`src/rtl/mips_div_pkg.sv`:
```
// Shared types and sizing for the sequential MIPS divider.
package mips_div_pkg;
  localparam int DIV_N     = 32;
  localparam int DIV_CNT_W = $clog2(DIV_N + 1);

  typedef enum logic [1:0] {IDLE, RUN, FIX} div_state_e;
endpackage

```
`src/rtl/div_step.sv`:
```
// One restoring shift-subtract step; the borrow out of the subtraction selects the quotient bit.
module div_step #(
  parameter int N = 32
) (
  input  logic [N:0]   r_i,
  input  logic         bit_i,
  input  logic [N-1:0] dvs_i,
  output logic [N:0]   r_next_o,
  output logic         qbit_o
);
  logic [N+1:0] sub;

  // r_i[N] is always 0 between steps, so sub[N+1] is exactly the borrow.
  assign sub      = {r_i, bit_i} - {2'b00, dvs_i};
  assign qbit_o   = ~sub[N+1];
  assign r_next_o = sub[N+1] ? {r_i[N-1:0], bit_i} : sub[N:0];
endmodule

```
`src/rtl/mips_seq_divider.sv`:
```
// Multi-cycle DIV/DIVU unit: magnitude restoring division over N steps, then a sign-fix cycle.
module mips_seq_divider
  import mips_div_pkg::*;
#(
  parameter int N = DIV_N
) (
  input  logic         clk,
  input  logic         rst_n,
  input  logic         start,
  input  logic         is_signed,
  input  logic [N-1:0] dividend,
  input  logic [N-1:0] divisor,
  output logic         busy,
  output logic         done,
  output logic [N-1:0] quotient,
  output logic [N-1:0] remainder,
  output logic         div_by_zero
);
  localparam int CW = $clog2(N + 1);

  div_state_e   state_q;
  logic [N:0]   r_q, r_d;
  logic [N-1:0] q_q, dvs_q, q_d;
  logic [CW-1:0] cnt_q;
  logic         qneg_q, rneg_q, dz_q, qbit;
  logic         done_q, dbz_q;
  logic [N-1:0] quot_q, rem_q;
  logic [N-1:0] dvd_mag, dvs_mag;

  assign dvd_mag = (is_signed & dividend[N-1]) ? -dividend : dividend;
  assign dvs_mag = (is_signed & divisor[N-1])  ? -divisor  : divisor;

  div_step #(.N(N)) u_step (
    .r_i      (r_q),
    .bit_i    (q_q[N-1]),
    .dvs_i    (dvs_q),
    .r_next_o (r_d),
    .qbit_o   (qbit)
  );

  assign q_d = {q_q[N-2:0], qbit};

  always_ff @(posedge clk or negedge rst_n) begin
    if (!rst_n) begin
      state_q <= IDLE;
      r_q     <= '0;
      q_q     <= '0;
      dvs_q   <= '0;
      cnt_q   <= '0;
      qneg_q  <= 1'b0;
      rneg_q  <= 1'b0;
      dz_q    <= 1'b0;
      done_q  <= 1'b0;
      dbz_q   <= 1'b0;
      quot_q  <= '0;
      rem_q   <= '0;
    end else begin
      done_q <= 1'b0;
      case (state_q)
        IDLE: if (start) begin
          r_q    <= '0;
          dvs_q  <= dvs_mag;
          cnt_q  <= CW'(N);
          qneg_q <= is_signed & (dividend[N-1] ^ divisor[N-1]);
          rneg_q <= is_signed & dividend[N-1];
          dz_q   <= (divisor == '0);
          // On divide-by-zero Q carries the raw dividend through to HI.
          q_q    <= (divisor == '0) ? dividend : dvd_mag;
          state_q <= (divisor == '0) ? FIX : RUN;
        end
        RUN: begin
          r_q   <= r_d;
          q_q   <= q_d;
          cnt_q <= cnt_q - CW'(1);
          if (cnt_q == CW'(1)) state_q <= FIX;
        end
        FIX: begin
          if (dz_q) begin
            quot_q <= '1;
            rem_q  <= q_q;
            dbz_q  <= 1'b1;
          end else begin
            quot_q <= qneg_q ? -q_q : q_q;
            rem_q  <= rneg_q ? -r_q[N-1:0] : r_q[N-1:0];
            dbz_q  <= 1'b0;
          end
          done_q  <= 1'b1;
          state_q <= IDLE;
        end
        default: state_q <= IDLE;
      endcase
    end
  end

  assign busy        = (state_q != IDLE);
  assign done        = done_q;
  assign quotient    = quot_q;
  assign remainder   = rem_q;
  assign div_by_zero = dbz_q;
endmodule

```
`config.mk`:
```
export PLATFORM = sky130hd
export DESIGN_NAME = mips_seq_divider
export DESIGN_NICKNAME = d
export VERILOG_FILES = /design/src/rtl/mips_div_pkg.sv /design/src/rtl/div_step.sv /design/src/rtl/mips_seq_divider.sv
export SDC_FILE = /design/constraint.sdc
export NUM_CORES = 1
export LEC_CHECK = 0
export CAP_MARGIN = 20
export CORE_UTILIZATION = 59
export CTS_CLUSTER_SIZE = 28
export DETAILED_ROUTE_END_ITERATION = 10
export DONT_BUFFER_PORTS = 1
export PLACE_DENSITY = 0.77
export REMOVE_ABC_BUFFERS = 1
export SYNTH_ARGS = -nofsm -noshare
export SYNTH_HDL_FRONTEND = slang
export SYNTH_SLANG_ARGS = --single-unit
```
`constraint.sdc`:
```
create_clock -name clk -period 3.5 [get_ports clk]
set_clock_uncertainty 0.1 [all_clocks]
set_input_delay 0.175 -clock clk [delete_from_list [all_inputs] [get_ports clk]]
set_output_delay 0.175 -clock clk [all_outputs]
set_load 0.03 [all_outputs]
```
# == After elaboration in Yosys (flattened, before gate mapping) ==
# Index checks and enable logic that the tools add are counted.
# word_totals
regBits,174
in_bits,68
out_inout_bits,67
elab_cells,55
# op_classes
addsub,6
n_eq_ne,5
n_mux,20
bitwise,5
reduce_logical,7
# op_table
operator,n
32-bit 2-to-1 mux,8
32-bit negator,4
33-bit 2-to-1 mux,2
33-bit one-hot mux with 2 select lines,1
32-bit one-hot mux with 2 select lines,1
34-bit by 32-bit subtractor with 34-bit output,1
32-bit zero test,1
6-bit one-hot mux with 2 select lines,1
6-bit by 1-bit equality test with 1-bit output (second input constant),1
2-bit 2-to-1 mux,3
6-bit 2-to-1 mux,1
2-bit AND reduction,3
6-bit by 1-bit subtractor with 6-bit output (second input constant),1
2-bit != test (second input constant),2
2-bit one-hot mux with 2 select lines,1
2-bit nonzero test,2
1-bit bitwise AND,3
2-bit by 1-bit equality test with 1-bit output (second input constant),1
2-bit equality test (second input constant),1
2-bit zero test,1
1-bit 2-to-1 mux,2
1-bit inverter,1
1-bit XOR,1

# == Logic depth before layout (Yosys ltp) ==
# Gate-level depths: netlist of run 1.
# logic_depth
word_depth,5
depth_mapped,13

# == Hierarchy ==
# Synthesis of run 1 repeated with hierarchy kept, for this count alone.
# hier_totals
hier_cells,1430
area_unflattened_um2,11728.7
# by_module_without_submodules
mod,instances,cells_per_inst,area_each_um2,seq_area_each_um2
mips_seq_divider,1,1102,9557.9,4354.2
div_step,1,328,2170.8,0.0

# == Worst setup path before layout of run 1 ==
# Ideal clock, no wire load.
# synth_timing
kind,register to register
startpoint,register r_q[9]
endpoint,register r_q[18]
setup_ns,0.133
t_arrival_ns,3.201
required_time_ns,3.267
setup_slack_ns,0.065
stages_incl_launch_ff,13
n_path_buf,3
synth_period_minus_slack_ns,3.435
cell_sequence,dfrtp_1 ha_1 clkbuf_1 nand2_1 o21ai_0 nor2_1 a2111oi_0 nor3_1 nor3_1 buf_2 buf_2 mux2i_1 o21ai_0
# synth_between
elab_chain_cells,3
# synth_lines
element,line_no,rtl
from (decl),mips_seq_divider.sv:22,"logic [N:0] r_q, r_d;"
from (signal assigned),mips_seq_divider.sv:72,r_q <= r_d;
34-bit by 32-bit subtractor with 34-bit output,div_step.sv:14,"assign sub = {r_i, bit_i} - {2'b00, dvs_i};"
33-bit 2-to-1 mux,div_step.sv:16,"assign r_next_o = sub[N+1] ? {r_i[N-1:0], bit_i} : sub[N:0];"
33-bit one-hot mux with 2 select lines,mips_seq_divider.sv:59,case (state_q)
# Every way passes these cells.
# A chain may end at the register's enable or synchronous reset.

# == Worst setup path after layout of run 1 ==
# layout_timing
startpoint,register q_q[0]
endpoint,register quot_q[29] (netlist: quotient[29])
# layout_between
elab_chain_cells,3
# layout_lines
element,line_no,rtl
from (decl),mips_seq_divider.sv:23,"logic [N-1:0] q_q, dvs_q, q_d;"
from (signal assigned),mips_seq_divider.sv:68,q_q <= (divisor == '0) ? dividend : dvd_mag;
from (signal assigned),mips_seq_divider.sv:73,q_q <= q_d;
32-bit negator,mips_seq_divider.sv:83,quot_q <= qneg_q ? -q_q : q_q;
32-bit 2-to-1 mux,mips_seq_divider.sv:83,
32-bit 2-to-1 mux,mips_seq_divider.sv:78,if (dz_q) begin
to (signal assigned),mips_seq_divider.sv:83,
to (decl),mips_seq_divider.sv:27,"logic [N-1:0] quot_q, rem_q;"
# Every way passes these cells.

==> flow_summary.json, run 1 <==
{
  "wirelength_um": 29140,
  "drtPass1Iterations": 6,
  "ant_nets": 0,
  "period_share_pct": 98.63,
  "cts_buffer_depth": 2,
  "crit_arrival_ps": 3660,
  "cts-root-buf": "clkbuf_16",
  "min_period_ps": 3452,
  "cp.required_ps": 3710,
  "drv_slew": 0,
  "status": "finished, violations left",
  "drive_gt1_share_pct": 7.867,
  "irDropWorstVdd_mv": 0.4869,
  "track_usage_pct": 29.83,
  "numCtsBuffers": 17,
  "setup-violations-final": 0,
  "grt_pass1_vias": 9352,
  "hp-class": "primary input to asynchronous set/reset pin",
  "htree_levels": 4,
  "end_kind": "flop",
  "clock_sinks": 174,
  "rr_endpoint": "quotient[29]",
  "via_per_inst": 6.034,
  "io_pins": 135,
  "syn_area_mm2": 0.01138,
  "dr.first_iter.drc_count": 860,
  "reg2regPathDepth": 9,
  "initial_utilization_pct": 60.46,
  "grt_max_degree": 175,
  "maxCapViolCount": 0,
  "rrSetupSlack_ps": 50,
  "dp_hpwl_um": 19700,
  "clkTransAtPathRegs_ps": 70,
  "slew_headroom_pct": 30.02,
  "clk_latency_ps": 440,
  "rows": 50,
  "switching_power_w": 0.007029,
  "leakagePower_nw": 5.733,
  "violations": "hold timing",
  "die-area_mm2": 0.01986,
  "areaGrowthSynthToFinish_pct": 16.11,
  "start_kind": "flop",
  "nets": 1505,
  "core-area_mm2": 0.01883,
  "cp_max_fo": 4,
  "antenna_found_initial": 0,
  "synth.area.top_cells": "dfrtp_1 38%, xor2_1 8.1%, o21ai_0 7.9%",
  "ys_ff_latch": 174,
  "synth-edff-count": 0,
  "die_w_um": 140.9,
  "grt_first_pass_wirelength_um": 47330,
  "swShare_pct": 47.86,
  "path_class": "flop to flop",
  "num_vias": 10083,
  "synthArstFlopShare_pct": 100.0,
  "place.gp.congestion": 0.8894,
  "yosys_warnings": 0,
  "seq_area_frac_synth_pct": 38.25,
  "grt_setup_unrepaired": "true",
  "syn_inst": 1332,
  "power_density_mw_per_mm2": 1111,
  "tightest_slew_ps": 1050,
  "total_power_w": 0.01469,
  "r2r_start": "q_q[0]",
  "die_h_um": 140.9,
  "crit_start": "q_q[0]",
  "grt_overflow": 0,
  "avgSynthCellArea_um2": 8.547,
  "fmax_mhz": 289.7,
  "timing_hold_violations_final": 175,
  "dp_cells": 1560,
  "pwr-share-clk_pct": 13.4,
  "stdcell_count": 1671,
  "ys_types": 69,
  "hold_ws_ps": -668.5,
  "synth_largest_area_cell": "dfrtp_1",
  "drc": 0,
  "combPwrFrac_pct": 54.6,
  "place_ws_ps": -56.22,
  "synth_top_area_share_pct": 38.25,
  "cts_hold_buf": 78,
  "diodes": 0,
  "wl_per_cell_um": 17.44,
  "layout_setup_ws_ps": 47.81,
  "p_int_w": 0.007658,
  "cts_tree": "yes",
  "synth_ff_type": "dfrtp_1",
  "port_buffers": 0,
  "power_frac_seq_pct": 32.0
}
[synthesized netlist by cell type, drive strengths merged, types with 33 or more instances]
| master | number |
|---|---|
| nand3 | 36 |
| xor2 | 105 |
| clkbuf | 65 |
| nand2 | 145 |
| o21ai | 180 |
| a21oi | 105 |
| inv | 50 |
| ha | 38 |
| xnor2 | 40 |
| nor2 | 96 |
| mux2i | 33 |
| dfrtp | 174 |
[per-stage QoR]
stage	utilization [%]	instance area [um2]	TNS, ps
finish	70.20	13220	0
global route	70.20	13220	-17.31
CTS	69.71	13130	0
detailed placement	62.34	11740	-56.22
global placement	62.34	11740	0
floorplan	-	11060	-66920
[cells in the final DEF, fill, tap and decap left out, types with 14 or more instances in the layout]
cell type / count
buf_4: 41
a21oi_1: 105
nor3_1: 15
nand3_1: 36
inv_1: 50
o21ai_0: 177
clkbuf_16: 17
xnor2_1: 40
xor2_1: 105
o31ai_1: 30
nand2_1: 143
mux2i_1: 33
dlygate4sd3_1: 78
dfrtp_1: 173
nor2_1: 94
a21o_1: 21
a31oi_1: 14
a22oi_1: 31
or3_1: 15
ha_1: 38
[state kept, by name (all words and copies together), names as in the netlist]
register     count
r_q             33
dvs_q           32
q_q             32
quotient        32
remainder       32
cnt_q            6
state_q          2
div_by_zero      1
done             1
dz_q             1
qneg_q           1
rneg_q           1
[what timing repair did]
action | in CTS | in global routing
endpoints found under the hold margin | 240 | 174
setup endpoints to repair | 1 | 38
setup buffers | 0 | 0
gates resized for setup | 1 | 17
pin swaps | 0 | 3
[power groups by stage]
stage	logic (W)	registers (W)	clock network, W
final	0.00802	0.00470	0.00197
after CTS	0.00782	0.00466	0.00198
after global placement	0.00751	0.00463	0
after floorplan	0.00560	0.00442	0
after global routing	0.00897	0.00483	0.00206
after detailed placement	0.00766	0.00468	0
[routing by layer]
layer,GRT usage (%),share of wire (%),vias to the layer above
met4,8.982,1.7,0
met3,4.178,6.8,45
met5,0,0,-
li1,-,-,4869
met2,47.92,46,433
met1,41.90,45,4736
[final cells by class]
type	count	area [um2]
inverters	51	191.4
well taps	260	325.3
multi-input cells	1033	6615
clock inverters	12	161.4
flip-flops and latches	174	4355
clock buffers	20	446.7
repair buffers	121	1124
fillers	1451	5612
[cell families (layout without fill, tap and decap cells)]
kind of cell	after synthesis	count (layout)	synth area share, %
mux	34	34	3.000
flops	174	174	38.25
fa+ha+maj	39	39	4.352
simple gates	383	383	15.94
buf+inv	125	204	4.561
compound gates	432	432	22.75
xor+xnor	145	145	11.16
[critical path, cell delays in order, from the launching register on]
cell,delay (ps)
dfrtp_1,390
or4_4,540
or4_4,440
or4_4,450
or4_4,470
nand2b_4,170
or2_4,270
o41ai_4,210
xor2_1,190
a21oi_1,80
[how the worst max path moves through the flow]
stage                   endpoint  slack, ps  cells past startpoint
finish              quotient[29]         50                      9
floorplan                r_q[31]      -2020                     10
detailed placement       r_q[32]        -60                     13
global route             r_q[32]        -10                     12
CTS                 quotient[29]         30                      9
global placement         r_q[32]         60                     13
Power figures use the tool's default switching activity.
==> run 2, diff against run 1 <==
Settings changed: ABC_AREA set to 1.
==> run 2 against run 1 <==
Synthesized cell count up 60%. The run still ends with hold timing left. Core utilization shrank 3.5 points. Clock-buffer cell count decreased by 3. Die area rose by 20%. Routed wire length up 51%. Largest power group is now the clock network. Largest cell class unchanged. Combinational power down 97%.
==> flow_summary.json, run 2 <==
{
  "status": "finished, violations left",
  "violations": "hold timing",
  "cts_buffer_depth": 2,
  "drtPass1Iterations": 7,
  "cts_hold_buf": 66,
  "wirelength_um": 43870,
  "hp-class": "primary input to asynchronous set/reset pin",
  "diodes": 0,
  "grt_overflow": 0,
  "syn_inst": 2126,
  "avgSynthCellArea_um2": 6.451,
  "grt_first_pass_wirelength_um": 69810,
  "synth_ff_type": "dfrtp_1",
  "drive_gt1_share_pct": 4.700,
  "ant_nets": 0,
  "place.gp.congestion": 0.9806,
  "crit_start": "dividend[0]",
  "die_h_um": 154.5,
  "yosys_warnings": 0,
  "synth_largest_area_cell": "dfrtp_1",
  "final_common_cell": "nand2_1",
  "place_ws_ps": 817.2,
  "leakagePower_nw": 7.890,
  "syn_area_mm2": 0.01371,
  "timing_hold_violations_final": 174,
  "cp.required_ps": 3770,
  "antenna_found_initial": 0,
  "largest_reg_flops": 33,
  "period_share_pct": 81.27,
  "final_area_mm2": 0.01515,
  "fmax_mhz": 351.5,
  "via_per_inst": 5.932,
  "cts_tree": "yes",
  "clkTransAtPathRegs_ps": 80,
  "synth_top_area_share_pct": 31.75,
  "nets": 2264,
  "hold_ws_ps": -675.9,
  "seq_area_frac_synth_pct": 31.75,
  "synth-edff-count": 0,
  "irDropWorstVdd_mv": 0.2651,
  "grt_max_degree": 175,
  "drc": 0,
  "min_period_ps": 2845,
  "switching_power_w": 0.001116,
  "slew_headroom_pct": 35.14,
  "port_buffers": 0,
  "initial_utilization_pct": 60.39,
  "layout_common_cells": "613 x nand2_1, 326 x inv_1, 256 x nand3_1, 183 x nor2_1, 174 x dfrtp_1",
  "dr.first_iter.drc_count": 1522,
  "yosys-top-cells-count": "613 x nand2_1, 326 x inv_1, 256 x nand3_1",
  "htree_levels": 4,
  "setup-violations-final": 0,
  "synth_most_common_cell": "nand2_1",
  "numCtsBuffers": 17,
  "top_register": "r_q",
  "num_vias": 14564,
  "wl_per_cell_um": 17.87,
  "post_dp_cell_area_mm2": 0.01387,
  "core-area_mm2": 0.02271,
  "pwr-share-clk_pct": 47.6,
  "grt_pass1_vias": 13358,
  "tightest_slew_ps": 964.0,
  "combPwrFrac_pct": 5.3,
  "die-area_mm2": 0.02386,
  "rows": 55,
  "cp_max_fo": 7,
  "p_int_w": 0.003146,
  "track_usage_pct": 37.13,
  "synth.area.top_cells": "dfrtp_1 32%, nand2_1 17%, nand3_1 9.3%",
  "r2r_start": "r_q[26]",
  "maxCapViolCount": 0,
  "dp_hpwl_um": 31940,
  "areaGrowthSynthToFinish_pct": 10.45,
  "synthArstFlopShare_pct": 100.0,
  "clock_sinks": 174,
  "post_cts_resize_count": 0,
  "crit_arrival_ps": 3120,
  "io_pins": 135,
  "swShare_pct": 26.19,
  "ys_types": 46,
  "power_frac_seq_pct": 47.1,
  "path_class": "primary input to flop",
  "total_power_w": 0.004262,
  "ys_ff_latch": 174,
  "grt_setup_unrepaired": "false",
  "layout_setup_ws_ps": 655.4,
  "die_w_um": 154.5,
  "finalSetupTns_ps": 0,
  "clk_latency_ps": 450,
  "cts-root-buf": "clkbuf_16",
  "post_cts_buffers": 0,
  "start_kind": "primary input",
  "power_density_mw_per_mm2": 281.4,
  "drv_slew": 0,
  "end_kind": "flop"
}
==> run 2: cell types whose count changed in the layout (fill, tap and decap cells not counted), sizes merged, moves of 21 or more <==
cell / delta
nand2: +479
nand3: +228
xnor2: -23
o21ai: -73
buf: -25
a21o: -21
a21oi: -60
mux2i: -32
nor2: +106
nand4: +28
inv: +291
xor2: -58
o31ai: -30
==> run 2: worst paths after layout <==
path	to	slack, ps	cells past startpoint
max	q_q[31]	660	11
min	dvs_q[2]	-680	0
max reg2reg	r_q[24]	740	12
min reg2reg	dvs_q[28]	390	2
max in group asynchronous	rneg_q	3660	0
min in group clk	q_q[4]	20	4
==> run 2: kinds of logic after synthesis <==
| logic type | share of synthesized area (%) |
|---|---|
| simple gates | 37.58 |
| buf+inv | 11.89 |
| compound gates | 11.01 |
| flops | 31.75 |
| xor+xnor | 4.087 |
| fa+ha+maj | 3.613 |
| mux | 0.07299 |
==> run 2: critical path, stage by stage <==
cell           delay, ps
dlygate4sd3_1        550
inv_1                120
nand3_1              190
nor3_2               300
nand2_2              140
nor2_2               300
nand4_1              220
o211ai_1             320
nand3_1              130
dlygate4sd3_1        600
nand2_1               70
==> run 2: layout make-up <==
class,instances,area (um2)
inverters,338,1269
repair buffers,84,808.3
clock inverters,15,186.4
well taps,285,356.6
clock buffers,17,425.4
flip-flops and latches,174,4354
fillers,2089,7562
multi-input cells,1542,7747
==> run 2: through the flow <==
| stage | std cells | utilization, % |
|---|---|---|
| after floorplan | 2054 | - |
| after global placement | 2357 | 61.10 |
| after detailed placement | 2357 | 61.10 |
| after CTS | 2455 | 66.70 |
| after global routing | 2455 | 66.70 |
| final | 2455 | 66.70 |
==> run 2: metal layers <==
layer	GRT usage, %	wire length [um]
met5	0	0
met4	14.14	1489
met3	7.173	4077
met2	57.90	19570
met1	51.02	18730
==> run 2: power groups by stage <==
stage | registers [W] | clock network, W | logic [W]
after floorplan | 0.00205 | 0 | 0.000119
after global placement | 0.00205 | 0 | 0.000148
after detailed placement | 0.00205 | 0 | 0.000153
after CTS | 0.00201 | 0.00203 | 0.000217
after global routing | 0.00201 | 0.00211 | 0.000247
final | 0.00201 | 0.00203 | 0.000226
==> run 3, diff against run 2 <==
Settings changed: CORE_UTILIZATION 59 to 65, PLACE_DENSITY 0.77 to 0.8.
Clock period 3.5 ns to 2.93 ns, I/O delays scaled along.
==> run 3 against run 2 <==
The run still ends with hold timing left. Global-route usage grew 4.2 points. Die area shrank 9.1%. Sequential cell count is the same. Critical path depth increased by 5. Power grew 18%. Routed wire length increased by 0.77%. Worst hold slack lost 36 ps. Combinational power up 24%. Critical path type unchanged.
==> flow_summary.json, run 3 (synthesis results as in run 2) <==
{
  "num_vias": 14712,
  "clkTransAtPathRegs_ps": 80,
  "period_share_pct": 96.48,
  "wl_per_cell_um": 18.01,
  "rrSetupSlack_ps": 240,
  "io_pins": 135,
  "status": "finished, violations left",
  "clock_sinks": 174,
  "min_period_ps": 2827,
  "htree_levels": 4,
  "dp_hpwl_um": 31660,
  "end_kind": "flop",
  "dp_cells": 2348,
  "die_w_um": 147.3,
  "setup-violations-final": 0,
  "initial_utilization_pct": 67.13,
  "hold_ws_ps": -711.6,
  "cts_tree": "yes",
  "diodes": 0,
  "drv_slew": 0,
  "fmax_mhz": 353.7,
  "r2r_start": "r_q[4]",
  "leakagePower_nw": 7.941,
  "clk_latency_ps": 450,
  "grt_setup_unrepaired": "true",
  "cts_buffer_depth": 2,
  "largest_reg_flops": 33,
  "port_buffers": 0,
  "die_h_um": 147.3,
  "nets": 2278,
  "grt_overflow": 0,
  "violations": "hold timing",
  "wirelength_um": 44210,
  "cts_hold_buf": 74,
  "rows": 52,
  "track_usage_pct": 41.33,
  "timing_hold_violations_final": 174,
  "path_class": "primary input to flop",
  "maxCapViolCount": 0,
  "start_kind": "primary input",
  "grt_max_degree": 175,
  "seq_area_mm2": 0.004354,
  "ant_nets": 0,
  "place.gp.congestion": 1.006,
  "stdcell_count": 2454,
  "dr.first_iter.drc_count": 1542,
  "grt_first_pass_wirelength_um": 70580,
  "grt_pass1_vias": 13823,
  "hp-class": "primary input to asynchronous set/reset pin",
  "via_per_inst": 5.995,
  "power_density_mw_per_mm2": 331.0,
  "antenna_found_initial": 0,
  "drc": 0,
  "layout_common_cells": "612 x nand2_1, 326 x inv_1, 256 x nand3_1, 183 x nor2_1, 174 x dfrtp_1",
  "core-area_mm2": 0.02043,
  "slew_headroom_pct": 26.91,
  "worstSetupEndpoint": "q_q[5]",
  "irDropWorstVdd_mv": 0.3701,
  "final_common_cell": "nand2_1",
  "cp_max_fo": 13,
  "die-area_mm2": 0.02168,
  "multiInputGateArea_mm2": 0.007760,
  "reg2regPathDepth": 13,
  "drive_gt1_share_pct": 4.991,
  "drtPass1Iterations": 5,
  "numCtsBuffers": 17,
  "rr_endpoint": "r_q[2]",
  "cp.required_ps": 3220,
  "tightest_slew_ps": 1094,
  "top_register": "r_q",
  "crit_start": "divisor[0]",
  "fillCellCount": 1671,
  "post_cts_buffers": 0,
  "areaGrowthSynthToFinish_pct": 11.26,
  "finish.utilization_pct": 74.69,
  "total_power_w": 0.005050,
  "crit_arrival_ps": 3110,
  "cts-root-buf": "clkbuf_16"
}
-- run 3: cell types whose count changed in the layout (fill, tap and decap cells not counted), sizes merged --
cell	change
inv	-2
dlygate4sd3	+8
clkinv	+2
buf	+6
-- run 3: area by class of cell --
cell class	count	share of cell area [%]
multi-input cells	1542	50.86
flip-flops and latches	174	28.54
well taps	270	2.214
clock inverters	15	1.148
inverters	338	8.315
clock buffers	17	2.788
repair buffers	98	6.142
-- run 3: worst min path at each step --
stage	to	slack [ps]	cells after the start
6_report	dvs_q[3]	-710	0
4_1_cts	dvs_q[3]	-720	0
2_1_floorplan	cnt_q[0]	-250	0
3_5_place_dp	dvs_q[3]	-250	0
5_1_grt	dvs_q[3]	-730	0
3_3_place_gp	dvs_q[3]	-250	0
-- run 3: through the flow --
stage / setup slack (ps) / setup TNS [ps] / cell area (um2) / hold WS, ps
5_1_grt: -17.96 / -17.96 / 15260 / -725.9
3_5_place_dp: 294.5 / 0 / 13900 / -245.3
6_report: 103.0 / 0 / 15260 / -711.6
4_1_cts: 73.61 / 0 / 15240 / -716.2
3_3_place_gp: 296.2 / 0 / 13900 / -246.1
2_1_floorplan: -1503 / -155030 / 13350 / -249.1
-- run 3: critical path: stages --
cell and delay [ps]:
dlygate4sd3_1 530, inv_1 100, ha_1 220, nand2_2 100, inv_2 80, nand2_4 90
nor2_4 170, nand3_2 140, nor2_2 110, nand2_1 200, nand2_4 260, nor2_1 70
nand2_1 90, dlygate4sd3_1 580, nand3_1 110, nand3_1 100
-- run 3: power by group --
part | internal, W | total, W | switching (W)
sequential | 0.00240 | 0.00240 | 0
combinational | 0.000125 | 0.000281 | 0.000156
clock | 0.00122 | 0.00237 | 0.00115
total | 0.00374 | 0.00505 | 0.00131
-- run 3: routing by layer --
layer	GRT usage (%)	vias up	wire length [um]
met5	0	-	0
met4	17.58	0	1793
met3	10.22	129	4698
met2	63.30	847	19340
met1	55.61	6815	18370
li1	-	6921	-
-- run 3: timing repair --
item	in CTS	in global routing
endpoints found under the setup margin	0	2
gates resized for setup	0	4
endpoints found under the hold margin	239	174
